<file path="src/rtl/movegen_pkg.sv">
// ---------------------------------------------------------------------------
// movegen_pkg
//   Shared definitions for the move-generator square array, its sequencer
//   and move consumers: piece codes, colour bit position, square index width
//   and the sequencer state encoding.
//   Piece nibble layout: {colour, piece[2:0]}, colour 1 = white, piece 0 = empty.
// ---------------------------------------------------------------------------
package movegen_pkg;

    localparam logic [2:0] PIECE_KING   = 3'd1;
    localparam logic [2:0] PIECE_QUEEN  = 3'd2;
    localparam logic [2:0] PIECE_ROOK   = 3'd3;
    localparam logic [2:0] PIECE_BISHOP = 3'd4;
    localparam logic [2:0] PIECE_KNIGHT = 3'd5;
    localparam logic [2:0] PIECE_PAWN   = 3'd6;

    localparam int COLOUR_BIT = 3;
    localparam int SQ_W       = 6;

    // Sequencer states
    localparam logic [2:0] ST_IDLE   = 3'd0;
    localparam logic [2:0] ST_LOAD   = 3'd1;
    localparam logic [2:0] ST_SRC    = 3'd2;
    localparam logic [2:0] ST_SETTLE = 3'd3;
    localparam logic [2:0] ST_EMIT   = 3'd4;
    localparam logic [2:0] ST_DONE   = 3'd5;

    typedef logic [2:0] movegen_state_t;

    // A square is a move source when it holds a piece of the side to move.
    function automatic logic is_own_piece(input logic [3:0] pc, input logic wtp);
        return (|pc[2:0]) && (pc[COLOUR_BIT] == wtp);
    endfunction

endpackage

</file>
<file path="src/rtl/lsb_index64.sv">
// ---------------------------------------------------------------------------
// lsb_index64
//   Combinational lowest-set-bit finder over a 64-bit square mask.
//   Ports:
//     vec_i  in  64  mask to search
//     idx_o  out 6   index of lowest set bit (0 when vec_i is zero)
//     any_o  out 1   vec_i has at least one bit set
// ---------------------------------------------------------------------------
module lsb_index64
    import movegen_pkg::*;
(
    input  logic [63:0]     vec_i,
    output logic [SQ_W-1:0] idx_o,
    output logic            any_o
);

    always_comb begin
        idx_o = '0;
        // Scan downwards so the lowest set bit is the last one written.
        for (int k = 63; k >= 0; k--) begin
            if (vec_i[k]) begin
                idx_o = SQ_W'(k);
            end
        end
    end

    assign any_o = |vec_i;

endmodule

</file>
<file path="src/rtl/movegen_seq.sv">
// ---------------------------------------------------------------------------
// movegen_seq
//   Sequencer at the far end of the square array. Captures one board
//   snapshot, shifts it into the square chain (nibble 63 first), then selects
//   each side-to-move piece in ascending square order, waits for the chain to
//   settle, and streams the resulting (from,to) pairs on a valid/ready port.
//   Ports:
//     clk, rst_n                     clock, async active-low reset
//     i_start/i_board/i_wtp/
//       i_castle_rights              run request and position snapshot
//     o_busy, o_done                 run in progress / end-of-run pulse
//     o_pos_valid, o_pos_data        chain shift enable and head nibble
//     o_wtp, o_castle_rights         registered side-to-move and castling
//     o_emit_move, i_target          one-hot source select / target flags
//     o_move_valid, i_move_ready,
//       o_move_from, o_move_to       move stream
//     o_move_count                   moves accepted this run (saturating)
// ---------------------------------------------------------------------------
module movegen_seq
    import movegen_pkg::*;
#(
    parameter int unsigned SETTLE_CYCLES = 1
) (
    input  logic            clk,
    input  logic            rst_n,
    input  logic            i_start,
    input  logic [255:0]    i_board,
    input  logic            i_wtp,
    input  logic [3:0]      i_castle_rights,
    output logic            o_busy,
    output logic            o_pos_valid,
    output logic [3:0]      o_pos_data,
    output logic            o_wtp,
    output logic [3:0]      o_castle_rights,
    output logic [63:0]     o_emit_move,
    input  logic [63:0]     i_target,
    output logic            o_move_valid,
    input  logic            i_move_ready,
    output logic [SQ_W-1:0] o_move_from,
    output logic [SQ_W-1:0] o_move_to,
    output logic [7:0]      o_move_count,
    output logic            o_done
);

    localparam int SCW = (SETTLE_CYCLES > 1) ? $clog2(SETTLE_CYCLES) : 1;

    movegen_state_t  state_q,  state_d;
    logic [255:0]    board_q,  board_d;
    logic            wtp_q,    wtp_d;
    logic [3:0]      castle_q, castle_d;
    logic [63:0]     play_q,   play_d;
    logic [63:0]     tgt_q,    tgt_d;
    logic [63:0]     emit_q,   emit_d;
    logic [5:0]      shift_q,  shift_d;
    logic [SCW-1:0]  settle_q, settle_d;
    logic [SQ_W-1:0] from_q,   from_d;
    logic [7:0]      count_q,  count_d;

    logic [SQ_W-1:0] play_idx, tgt_idx;
    logic            play_any, tgt_any;
    logic [63:0]     start_mask;

    lsb_index64 u_play_lsb (.vec_i(play_q), .idx_o(play_idx), .any_o(play_any));
    lsb_index64 u_tgt_lsb  (.vec_i(tgt_q),  .idx_o(tgt_idx),  .any_o(tgt_any));

    always_comb begin
        start_mask = '0;
        for (int k = 0; k < 64; k++) begin
            start_mask[k] = is_own_piece(i_board[4*k +: 4], i_wtp);
        end
    end

    always_comb begin
        state_d  = state_q;
        board_d  = board_q;
        wtp_d    = wtp_q;
        castle_d = castle_q;
        play_d   = play_q;
        tgt_d    = tgt_q;
        emit_d   = emit_q;
        shift_d  = shift_q;
        settle_d = settle_q;
        from_d   = from_q;
        count_d  = count_q;
        case (state_q)
            ST_IDLE: begin
                if (i_start) begin
                    board_d  = i_board;
                    wtp_d    = i_wtp;
                    castle_d = i_castle_rights;
                    play_d   = start_mask;
                    count_d  = '0;
                    shift_d  = '0;
                    state_d  = ST_LOAD;
                end
            end
            ST_LOAD: begin
                // Top nibble is the chain head; shifting left walks 63 down to 0.
                board_d = {board_q[251:0], 4'h0};
                shift_d = shift_q + 6'd1;
                if (shift_q == 6'd63) begin
                    state_d = ST_SRC;
                end
            end
            ST_SRC: begin
                if (!play_any) begin
                    state_d = ST_DONE;
                end else begin
                    from_d   = play_idx;
                    emit_d   = 64'd1 << play_idx;
                    play_d   = play_q & ~(64'd1 << play_idx);
                    settle_d = '0;
                    state_d  = ST_SETTLE;
                end
            end
            ST_SETTLE: begin
                if (settle_q == SCW'(SETTLE_CYCLES - 1)) begin
                    // A piece never moves onto its own square.
                    tgt_d   = i_target & ~emit_q;
                    emit_d  = '0;
                    state_d = ST_EMIT;
                end else begin
                    settle_d = settle_q + SCW'(1);
                end
            end
            ST_EMIT: begin
                if (!tgt_any) begin
                    state_d = ST_SRC;
                end else if (i_move_ready) begin
                    tgt_d = tgt_q & ~(64'd1 << tgt_idx);
                    if (count_q != 8'hFF) begin
                        count_d = count_q + 8'd1;
                    end
                end
            end
            ST_DONE: begin
                state_d = ST_IDLE;
            end
            default: begin
                state_d = ST_IDLE;
            end
        endcase
    end

    always_ff @(posedge clk or negedge rst_n) begin
        if (!rst_n) begin
            state_q  <= ST_IDLE;
            board_q  <= '0;
            wtp_q    <= 1'b0;
            castle_q <= '0;
            play_q   <= '0;
            tgt_q    <= '0;
            emit_q   <= '0;
            shift_q  <= '0;
            settle_q <= '0;
            from_q   <= '0;
            count_q  <= '0;
        end else begin
            state_q  <= state_d;
            board_q  <= board_d;
            wtp_q    <= wtp_d;
            castle_q <= castle_d;
            play_q   <= play_d;
            tgt_q    <= tgt_d;
            emit_q   <= emit_d;
            shift_q  <= shift_d;
            settle_q <= settle_d;
            from_q   <= from_d;
            count_q  <= count_d;
        end
    end

    assign o_busy          = (state_q != ST_IDLE);
    assign o_done          = (state_q == ST_DONE);
    assign o_pos_valid     = (state_q == ST_LOAD);
    assign o_pos_data      = board_q[255:252];
    assign o_wtp           = wtp_q;
    assign o_castle_rights = castle_q;
    assign o_emit_move     = emit_q;
    assign o_move_valid    = (state_q == ST_EMIT) && tgt_any;
    assign o_move_from     = from_q;
    assign o_move_to       = tgt_idx;
    assign o_move_count    = count_q;

endmodule

</file>
<file path="config.mk">
export PLATFORM = sky130hd
export DESIGN_NAME = movegen_seq
export DESIGN_NICKNAME = d
export VERILOG_FILES = /design/src/rtl/movegen_pkg.sv /design/src/rtl/lsb_index64.sv /design/src/rtl/movegen_seq.sv
export SDC_FILE = /design/constraint.sdc
export NUM_CORES = 1
export LEC_CHECK = 0
export BUFFER_PORTS_ARGS = -buffer_cell sky130_fd_sc_hd__buf_4
export CAP_MARGIN = 20
export CORE_ASPECT_RATIO = 1.5
export CORE_MARGIN = 2
export CORE_UTILIZATION = 51
export DETAILED_ROUTE_END_ITERATION = 8
export PLACE_DENSITY = 0.77
export SLEW_MARGIN = 20
export SYNTH_ARGS = -nofsm -noshare
export SYNTH_HDL_FRONTEND = slang
export SYNTH_HIERARCHICAL = 1
export SYNTH_SLANG_ARGS = --single-unit
export TNS_END_PERCENT = 5
</file>
<file path="constraint.sdc">
create_clock -name clk -period 2.9 [get_ports clk]
set_input_delay 0.58 -clock clk [delete_from_list [all_inputs] [get_ports clk]]
set_output_delay 0.58 -clock clk [all_outputs]
set_load 0.05 [all_outputs]
</file>
After elaboration in Yosys (flattened, before gate mapping)
Cells that the tools add are included.
{"block": "totals", "out_inout_bits": 97, "inputBits": 329, "reg_bits": 477}
{"block": "op_classes", "n_bitwise": 6, "n_mux": 156, "add_sub_neg": 3, "reduce_logical": 147, "eq_ne": 79, "n_shift": 2}
{"op": "6-bit two-way mux", "count": 129}
{"op": "256-bit case mux with 2 select lines", "count": 1}
{"op": "64-bit two-way mux", "count": 7}
{"op": "64-bit case mux with 2 select lines", "count": 3}
{"op": "256-bit two-way mux", "count": 1}
{"op": "64-bit bitwise AND", "count": 3}
{"op": "64-bit inverter", "count": 3}
{"op": "3-bit OR reduction", "count": 64}
{"op": "64-bit OR reduction", "count": 2}
{"op": "1-bit by 6-bit left shift with 64-bit output (first input constant)", "count": 2}
{"op": "1-bit logical AND", "count": 65}
{"op": "1-bit equality test", "count": 64}
{"op": "8-bit two-way mux", "count": 4}
{"op": "8-bit case mux with 2 select lines", "count": 1}
{"op": "3-bit two-way mux", "count": 5}
{"op": "3-bit case mux with 5 select lines", "count": 1}
{"op": "2-bit != test (second input constant)", "count": 7}
{"op": "6-bit case mux with 2 select lines", "count": 1}
{"op": "2-bit nonzero test", "count": 5}
{"op": "8-bit by 1-bit adder with 8-bit output (second input constant)", "count": 1}
{"op": "8-bit != test (second input constant)", "count": 1}
{"op": "2-bit AND reduction", "count": 4}
{"op": "4-bit AND reduction", "count": 2}
{"op": "6-bit by 1-bit adder with 6-bit output (second input constant)", "count": 1}
{"op": "12 further kinds", "count": 16}

Depth between registers and ports, before layout
Gate-level depths: netlist of the first run.
{"block": "logic_depth", "depth_word": 70, "ltp_mapped": 12}

Modules after synthesis
Netlist of the first run, hierarchy kept.
{"module": "movegen_seq", "cells_each": 2438, "area_each_um2": 22477.8, "seq_area_each_um2": 11911.4, "instances": 1}
{"module": "lsb_index64", "cells_each": 145, "area_each_um2": 887.1, "seq_area_each_um2": 0.0, "instances": 2}

Worst setup path before layout of the first run
Ideal clock, no wire load.
{"block": "synth_path", "path_type": "register to register", "start": "register tgt_q[15]", "end": "register tgt_q[33]", "arrival_time_ps": 3997, "stages_incl_launch_ff": 8, "slack_ps": -1233, "path_cell_list": "dfrtp_1 -> or4_4 -> nor2b_2 -> nand3_1 -> nor4_1 -> nand2_1 -> nor3_1 -> a21oi_1"}
{"block": "synth_via", "elab_chain_cells": 22, "elab_cells_between_ends": 25, "cone_classes": "eq/ne (1); shift (1); mux (19); bitwise (2); reduce/logical (2)"}
{"item": "from (decl)", "line_no": "movegen_seq.sv:52", "rtl": "logic [63:0] tgt_q, tgt_d;"}
{"item": "from (signal assigned)", "line_no": "movegen_seq.sv:164", "rtl": "tgt_q <= tgt_d;"}
{"item": "6-bit two-way mux (16 in a row)", "line_no": "lsb_index64.sv:21", "rtl": "if (vec_i[k]) begin"}
{"item": "net o_move_to[5]", "line_no": "movegen_seq.sv:40", "rtl": "output logic [SQ_W-1:0] o_move_to,"}
{"item": "1-bit by 6-bit left shift with 64-bit output", "line_no": "movegen_seq.sv:130", "rtl": "tgt_d = tgt_q & ~(64'd1 << tgt_idx);"}
{"item": "64-bit inverter", "line_no": "movegen_seq.sv:130"}
{"item": "64-bit bitwise AND", "line_no": "movegen_seq.sv:130"}
{"item": "64-bit two-way mux", "line_no": "movegen_seq.sv:129", "rtl": "end else if (i_move_ready) begin"}
{"item": "64-bit two-way mux", "line_no": "movegen_seq.sv:127", "rtl": "if (!tgt_any) begin"}
{"item": "64-bit case mux with 2 select lines", "line_no": "movegen_seq.sv:85", "rtl": "case (state_q)"}
The timed path passes the listed nets, and every way through them passes these cells. The select of a mux whose other input is x is not followed.
A chain may end at the register's enable or synchronous reset.

Worst setup path in the final report of the first run
{"block": "layout_path", "start": "register tgt_q[47]", "end": "output o_move_to[2]"}
{"block": "layout_via", "elab_chain_cells": 48}
{"item": "6-bit two-way mux (48 in a row)", "line_no": "lsb_index64.sv:21"}
{"item": "to (decl)", "line_no": "movegen_seq.sv:40"}
Every way passes these cells.

==> results of run 1 <==
## cells by family after synthesis
group           Yosys count  synth area share (%)
simple gates           1184                 22.07
compound gates          764                 19.96
flops                   476                 49.12
buf+inv                 230                 6.088
xor+xnor                 65                 2.347
mux                       7                0.3198
fa+ha+maj                 2                0.1032
## layer usage
metal | vias up | routed length, um
li1 | 10610 | -
met5 | - | 24
met4 | 4 | 5259
met1 | 11370 | 29690
met3 | 275 | 5111
met2 | 1084 | 42400
## power by group
group          total [mW]  internal (mW)  switching, mW
Combinational        16.2           6.43           9.76
Clock                6.33           3.67           2.66
Sequential           11.6           9.51           2.06
## layout by cell type (no fill, tap or decap), types with 11 or more instances in the layout
cell type and count:
a21oi_1 217, a22o_1 64, a31oi_1 256, buf_12 30, buf_4 590, buf_6 17
clkbuf_16 48, clkbuf_8 17, dfrtp_1 474, inv_1 22, nand2_1 622, nand2b_1 11
nand3_1 17, nor2_1 297, nor3_1 30, nor3b_1 65, nor4_1 22, o21ai_0 21
o21ai_1 70, o311ai_0 63, xnor2_1 64
## timing repair
action | CTS | global route
endpoints found under the setup margin | 194 | 177
cloned | 0 | 1
pin swaps | 19 | 38
setup buffers | 16 | 8
resized for setup | 65 | 44
## final timing paths
kind | cells after the start | slack (ns) | end | startpoint
setup reg to reg | 10 | -0.02 | play_q[32] | play_q[15]
hold / removal | 1 | 0.02 | tgt_q[44] | rst_n
min in group clk | 3 | 0.19 | o_castle_rights[3] | i_castle_rights[3]
max in group asynchronous | 2 | 1.98 | play_q[59] | rst_n
hold reg to reg | 2 | 0.48 | o_castle_rights[0] | o_castle_rights[0]
setup / recovery | 7 | -0.37 | o_move_to[2] | tgt_q[47]
## sequential cells by signal (all words and copies together) (netlist names)
| signal | flops |
|---|---|
| board_q | 256 |
| o_castle_rights | 4 |
| o_emit_move | 64 |
| o_move_count | 8 |
| o_move_from | 6 |
| o_wtp | 1 |
| play_q | 64 |
| shift_q | 6 |
| state_q | 3 |
| tgt_q | 64 |
## stage by stage
step	TNS [ns]	total power, mW	worst slack [ns]
2_1_floorplan	-3.270	21.75	-0.1941
3_3_place_gp	-20.29	26.23	-0.2812
3_5_place_dp	-26.89	26.76	-0.2905
4_1_cts	-5.356	33.59	-0.3225
5_1_grt	-6.499	36.12	-0.3738
6_report	-1.711	34.09	-0.3668
## worst register-to-register path, delay by kind of cell (launching register included)
family | cells | cell delay [ns]
DFF | 1 | 0.42
buffers and inverters | 2 | 0.39
and+or+nand+nor | 6 | 1.67
AOI/OAI and AO/OA | 2 | 0.27
## cell type report
type,count,share of cell area (%)
Multi-Input combinational cell,2022,36.59
Clock buffer,69,4.617
Sequential cell,476,38.49
Inverter,23,0.2789
Timing Repair Buffer,641,17.10
Tap cell,594,2.401
Clock inverter,15,0.5134
Antenna cell,1,0.008085
==> summary.txt, run 1 <==
Critical path
  – Worst path slowest cell: o41ai_2
  – Worst Setup Start Kind: flop
  – CP Cell Sequence: buf_4 -> o41ai_2 -> o211ai_1 -> o211ai_1 -> a21boi_1 -> buf_4 -> buf_6
  – Buf/Inv on CP: 3
  – Worst Path Arrival: 2.69 ns
  – Setup crit end kind: output pin
  – CP Class: flop to output pin
  – CP max FO: 3
  – Max incr delay on CP: 0.73 ns
  – Worst path top cell family by delay: compound AO/OA/AOI/OAI gates
  – Critical path data required time: 2.32 ns

GRT
  – M1 GR Usage: 37.10%
  – Gr busiest metal: met2
  – Met2 usage: 58.24%
  – M3 GR Usage: 4.846%
  – Vias in the first global route: 23.03k
  – Pin count of the biggest net entering global routing: 103
  – Global-route congestion overflow total: 0
  – Total track usage: 32.70%
  – Global-route wire length before repair: 126500 um
  – Initial antenna violation count: 5

Logic synthesis
  – Share of the synthesized area in the top cell type: 49.12%
  – Yosys cell types: 71
  – Synth area leader: dfrtp_1
  – Yosys warning total: 6
  – Post-synth EDFFs: 0
  – Synth cell count leaders: nand2_1 (624), dfrtp_1 (476), nor2_1 (307)
  – Register bit total from synthesis: 476
  – Top cells by area, synth: dfrtp_1 (49%), nand2_1 (9.7%), a31oi_1 (6.7%)
  – Synth Flop Type: dfrtp_1
  – Post-Synthesis Cells: 2728
  – Async SR Flop Fraction: 100.0%
  – Syn nets: 3059
  – Seq/Total Area, Yosys: 49.12%
  – Syn Area/Cell: 8.890 um^2
  – Post-Syn Area: 24250 um^2
  – Cell with the most instances after synthesis: nand2_1

Pwr
  – P_leak: 14.22 nW
  – PwrDens: 1101 nW/um^2
  – Worst vdd ir: 0.0005940 V

STA
  – Final-report hold violation count: 0
  – Max Slew Vio Count: 0
  – Unrepaired setup endpoints after global routing: yes
  – Fin crit period: 3.267 ns
  – Hold Slack: 0.02200 ns
  – Slew @ Worst Pin: 0.9649 ns
  – Max Clk Rate: 306.1 MHz
  – Slew margin rel.: 34.85%
  – Endpoints failing setup: 10
  – PnR worst setup slack: -0.3668 ns
  – Clock Skew: 0.03366 ns
  – Final period utilization: 112.6%

Final layout
  – Nets: 3541
  – Layout fillers: 3803
  – Post-route insts no fill: 3841
  – Area occupied by multi-input gates: 11320 um^2
  – Final core occ: 66.06%
  – Design Area, Final: 30950 um^2
  – FF/Latch Area: 11910 um^2
  – Synth-to-Final Area Change: 27.62%
  – Share of layout cells above drive strength 1: 25.42%

Outcome
  – Failing checks: negative setup slack
  – Run status: complete, but fails checks

Die
  – Die area: 49350 um^2
  – Die width: 182.1 um
  – Initial Util: 51.77%
  – DIE HEIGHT: 271.1 um
  – # IOs: 426
  – Core Region: 46850 um^2
  – Row cnt: 97

Clock network
  – H-tree depth: 2
  – CTS Buf Count: 46
  – Worst skew pair latency: 0.58 ns
  – Hold buffers post-CTS: 0
  – Max Root-Sink Buffers: 3
  – CTS tree: done
  – Reg clk slew, reported paths: 0.06 ns
  – Clk root buf: clkbuf_16
  – CTS sink count: 476

Place
  – PortBufs: 425
  – Area post-placement: 28760 um^2
  – Final Wtd Congestion: 0.9625
  – Final HPWL DP: 60770 um
  – Dpl cells: 3739

Routing
  – Drt drc: 0
  – Final WL: 82490 um
  – 1st-pass router iterations: 5
  – Vias/cell: 6.077
  – Post-route ant nets: 0
  – Avg WL per Cell: 21.48 um
  – Total number of vias: 23.34k
  – Initial drt markers: 2020

Min path
  – Min-Delay Path Class: primary input to async pin

Run
  – Maxcap violations: 0
(Power assumes the default switching activity.)
==> run 2, diff against run 1 <==
- CORE_ASPECT_RATIO: 1.5 -> not set
==> summary.txt, run 2 (synthesis gave the netlist of run 1 again) <==
STA
  – Slew @ Worst Pin: 1.178 ns
  – Clock Skew: 0.02122 ns
  – Final period utilization: 110.0%
  – Endpoints failing setup: 7
  – Max Clk Rate: 313.6 MHz
  – Unrepaired setup endpoints after global routing: yes
  – Slew margin rel.: 20.46%
  – PnR worst setup slack: -0.2893 ns
  – Final-report hold violation count: 0
  – Max Slew Vio Count: 0
  – Fin crit period: 3.189 ns

Clock network
  – CTS Buf Count: 51
  – Clk root buf: clkbuf_16
  – CTS tree: done
  – Reg clk slew, reported paths: 0.06 ns
  – Worst skew pair latency: 0.60 ns
  – CTS sink count: 476
  – Hold buffers post-CTS: 0
  – Max Root-Sink Buffers: 3
  – H-tree depth: 2

Critical path
  – Worst Setup Start Kind: flop
  – Worst Path Arrival: 2.61 ns
  – Reg2Reg Depth: 10
  – CP max FO: 2
  – Setup crit end kind: output pin
  – CP Cell Sequence: or4_4 -> nor4b_4 -> nand3_2 -> nor2_2 -> nand3b_1 -> and4bb_4 -> buf_8
  – Worst path top cell family by delay: simple AND/OR/NAND/NOR gates
  – Critical path depth in cells: 7
  – Max incr delay on CP: 0.56 ns
  – Critical path data required time: 2.32 ns
  – Buf/Inv on CP: 1
  – CP Class: flop to output pin
  – Worst path slowest cell: or4_4

Die
  – # IOs: 426
  – Core Region: 46750 um^2
  – Initial Util: 51.87%
  – Die area: 49310 um^2
  – Row cnt: 79
  – DIE HEIGHT: 222.1 um
  – Die width: 222.1 um

Final layout
  – Synth-to-Final Area Change: 26.94%
  – Max reg flops: 256
  – Design Area, Final: 30790 um^2
  – FF/Latch Area: 11910 um^2
  – Share of layout cells above drive strength 1: 24.87%
  – Commonest cells after routing, fill and taps aside: nand2_1 (622), buf_4 (581), dfrtp_1 (474)
  – Most common cell after layout, fill and taps aside: nand2_1
  – Top reg by flops: board_q
  – Layout fillers: 3770
  – Area occupied by multi-input gates: 11270 um^2
  – Nets: 3524

Routing
  – Total number of vias: 22.84k
  – Post-route ant nets: 0
  – Drt drc: 0
  – Initial drt markers: 2060
  – Avg WL per Cell: 20.47 um
  – Vias/cell: 5.945
  – 1st-pass router iterations: 5
  – Final WL: 78650 um

Place
  – PortBufs: 425
  – Final Wtd Congestion: 0.9165
  – Area post-placement: 28640 um^2
  – Final HPWL DP: 56550 um
  – Dpl ws: -0.04427 ns

Run
  – Maxcap violations: 0

Outcome
  – Run status: complete, but fails checks
  – Failing checks: negative setup slack

GRT
  – Total track usage: 31.10%
  – Vias in the first global route: 22.11k
  – Global-route congestion overflow total: 0
  – Initial antenna violation count: 2
  – Global-route wire length before repair: 122000 um
  – Pin count of the biggest net entering global routing: 210

Pwr
  – Worst vdd ir: 0.0007912 V
  – PwrDens: 1097 nW/um^2
  – P_leak: 14.15 nW
  – Overall Power: 33.79 mW

Min path
  – Min-Delay Path Class: primary input to async pin
run 2: what timing repair did:
action                                  in CTS  in global routing
endpoints found under the setup margin      33                189
gates resized for setup                     32                 54
endpoints found under the hold margin        0                  0
buffers inserted                             4                  7
pin swaps                                    9                 13
run 2: where the power goes:
part	switching [mW]	leakage (nW)	internal, mW	total [mW]
sequential	2.15	5.76	9.52	11.7
combinational	9.29	7.54	6.17	15.5
clock	2.78	0.845	3.87	6.66
run 2: path summary, 6_finish.rpt:
check,startpoint,end,slack (ns)
setup / recovery,tgt_q[63],o_move_valid,-0.29
hold reg to reg,o_castle_rights[1],o_castle_rights[1],0.49
max in group asynchronous,rst_n,board_q[137],2.00
hold / removal,rst_n,o_emit_move[46],0.05
min in group clk,i_castle_rights[3],o_castle_rights[3],0.18
setup reg to reg,play_q[13],play_q[33],0.01
run 2: layout make-up:
cell class | count | area share (%)
inverters | 23 | 0.2804
multi-input cells | 2022 | 36.60
flip-flops and latches | 476 | 38.70
well taps | 607 | 2.467
repair buffers | 619 | 16.42
diodes | 2 | 0.01626
clock buffers | 77 | 5.056
clock inverters | 16 | 0.4674
run 2: stage by stage:
stage / TNS [ns] / cells / utilization (%) / hold slack (ns)
final: -1.216 / 3842 / 65.85 / 0.04846
after global routing: -3.233 / 3842 / 65.85 / 0.09053
after CTS: -1.381 / 3834 / 65.25 / 0.06297
after detailed placement: -0.3080 / 3737 / 61.25 / 0.4758
after global placement: -0.1246 / 3737 / 61.25 / 0.4494
after floorplan: -3.270 / 2728 / - / 0.2844
run 2: routing by layer:
metal / track usage [%] / vias up / routed length, um
met5: 0 / - / 0
met4: 10.77 / 0 / 2518
met3: 4.744 / 157 / 5104
met2: 52.77 / 897 / 38760
met1: 40.71 / 11210 / 32270
li1: - / 10580 / -
==> run 3, diff against run 2 <==
- ABC_AREA: not set -> 1
- CORE_ASPECT_RATIO: not set -> 1.5
- CORE_UTILIZATION: 51 -> 52
- CTS_CLUSTER_SIZE: not set -> 20
- PLACE_DENSITY: 0.77 -> 0.78
==> summary.txt, run 3 <==
Min path
  – Worst hold path depth: 2
  – Min-Delay Path Class: primary input to flop

Logic synthesis
  – Post-synth EDFFs: 0
  – Synth area leader: dfrtp_1
  – Synth cell count leaders: nand2_1 (1157), dfrtp_1 (476), nor2_1 (361)
  – Top cells by area, synth: dfrtp_1 (47%), nand2_1 (17%), nor2_1 (5.3%)
  – Syn Area/Cell: 7.398 um^2
  – Post-Syn Area: 25350 um^2
  – Yosys cell types: 35
  – Share of the synthesized area in the top cell type: 46.98%
  – Post-Synthesis Cells: 3427
  – Seq/Total Area, Yosys: 46.98%
  – Cell with the most instances after synthesis: nand2_1
  – Async SR Flop Fraction: 100.0%
  – Register bit total from synthesis: 476
  – Synth Flop Type: dfrtp_1
  – Syn nets: 3758
  – Yosys warning total: 6

Place
  – Final Wtd Congestion: 1.008
  – PortBufs: 425
  – Final HPWL DP: 63130 um
  – Dpl cells: 4553

Critical path
  – Worst Path Arrival: 4.55 ns
  – Crit path top cell by count: nand2_1
  – Setup crit end kind: output pin
  – Worst Setup Start Kind: flop
  – Critical path data required time: 2.32 ns
  – CP Class: flop to output pin
  – Worst path slowest cell: dfrtp_1
  – Max incr delay on CP: 0.38 ns
  – CP max FO: 2
  – Reg2Reg Depth: 71

Clock network
  – CTS tree: done
  – Max Root-Sink Buffers: 3
  – Reg clk slew, reported paths: 0.06 ns
  – Clk root buf: clkbuf_16
  – CTS Buf Count: 49
  – H-tree depth: 2
  – CTS sink count: 476
  – Worst skew pair latency: 0.59 ns

Pwr
  – Worst vdd ir: 0.001125 V
  – P_leak: 15.92 nW
  – PwrDens: 1126 nW/um^2
  – Overall Power: 37.42 mW

Final layout
  – Commonest cells after routing, fill and taps aside: nand2_1 (1133), buf_4 (644), dfrtp_1 (476)
  – Max reg flops: 256
  – Final core occ: 68.62%
  – Synth-to-Final Area Change: 31.10%
  – Share of layout cells above drive strength 1: 23.66%
  – Most common cell after layout, fill and taps aside: nand2_1
  – Post-route insts no fill: 4661
  – Nets: 4299
  – Top reg by flops: board_q

GRT
  – Total track usage: 33.44%
  – Vias in the first global route: 24.96k
  – Global-route congestion overflow total: 0
  – Initial antenna violation count: 2
  – Pin count of the biggest net entering global routing: 129
  – Global-route wire length before repair: 132100 um

Routing
  – Avg WL per Cell: 18.29 um
  – Post-route ant nets: 0
  – Final WL: 85250 um
  – 1st-pass router iterations: 6
  – Initial drt markers: 2372
  – Vias/cell: 5.536
  – Total number of vias: 25.81k
  – Drt drc: 0

STA
  – PnR worst setup slack: -2.231 ns
  – Clock Skew: 0.01804 ns
  – Slew margin rel.: 49.84%
  – Fin crit period: 5.131 ns
  – Max Slew Vio Count: 0
  – Slew @ Worst Pin: 0.7523 ns
  – Max Clk Rate: 194.9 MHz
  – Final-report hold violation count: 0
  – Endpoints failing setup: 201
  – Unrepaired setup endpoints after global routing: yes
  – Hold Slack: 0.2346 ns
  – Final period utilization: 176.9%

Die
  – # IOs: 426
  – Row cnt: 99
  – Die width: 184.3 um
  – Die area: 50570 um^2
  – Core Region: 48430 um^2
  – Initial Util: 52.34%
  – DIE HEIGHT: 274.4 um

Outcome
  – Run status: complete, but fails checks
  – Failing checks: negative setup slack

Run
  – Maxcap violations: 0
## run 3: changes by cell type after synthesis, moves of 65 or more
cell     change
a21oi_1    -208
a31oi_1     -66
inv_1      +248
nand2_1    +533
nand3_1    +161
nor3_1     +121
nor3b_1     -65
## run 3: what timing repair did
action / CTS / global route
buffers inserted: 13 / 6
gates resized for setup: 107 / 78
gates cloned: 0 / 0
endpoints found under the setup margin: 201 / 202
pin swaps: 8 / 16
hold endpoints to repair: 28 / 0
hold buffers: 1 / 0
## run 3: final timing paths
| kind | start | end | slack, ns |
|---|---|---|---|
| min in group asynchronous | rst_n | tgt_q[25] | 0.48 |
| max in group asynchronous | rst_n | board_q[209] | 1.50 |
| setup / recovery | tgt_q[62] | o_move_to[0] | -2.23 |
| hold / removal | i_castle_rights[3] | o_castle_rights[3] | 0.23 |
| setup reg to reg | play_q[62] | play_q[13] | -2.03 |
| hold reg to reg | play_q[12] | play_q[12] | 0.50 |
## run 3: cell type report
| type | instances | area [um^2] |
|---|---|---|
| Antenna cell | 3 | 7.507 |
| Clock buffer | 62 | 1305 |
| Timing Repair Buffer | 708 | 5819 |
| Multi-Input combinational cell | 2435 | 11860 |
| Sequential cell | 476 | 11910 |
| Tap cell | 656 | 820.8 |
| Inverter | 298 | 1319 |
| Clock inverter | 23 | 197.7 |
| Fill cell | 4039 | 15200 |
## run 3: per-layer routing
metal | wire length, um | track usage [%]
met4 | 5566 | 18.88
met3 | 5810 | 4.821
met5 | 0 | 0
met2 | 41610 | 57.08
met1 | 32260 | 40.50
## run 3: stage by stage
stage	worst slack [ns]	TNS, ns	area, um^2
after detailed placement	-1.963	-347.15	30840
after floorplan	-1.337	-202.82	25370
after global placement	-1.962	-344.74	30840
final	-2.231	-372.63	33240
after CTS	-2.179	-351.70	32870
after global routing	-2.848	-494.72	33230
## run 3: critical path, delay by kind of cell (launching register included)
family                 cells  cell delay [ns]
DFF                        1             0.38
and+or+nand+nor           61             3.11
buffers and inverters      3             0.30
AOI/OAI and AO/OA          1             0.14
## run 3: logic make-up after synthesis
logic type	share of synthesized area [%]
AOI/OAI and AO/OA	10.90
xor gates and xnor gates	2.246
adders and majority gates	0.09869
buffers and inverters	8.923
DFF	46.98
muxes	0.2221
and+or+nand+nor	30.63
## run 3: report_power, final
part / switching (mW) / total, mW / internal, mW
Clock: 2.76 / 6.13 / 3.37
Combinational: 12.4 / 20.0 / 7.68
Sequential: 1.61 / 11.3 / 9.64
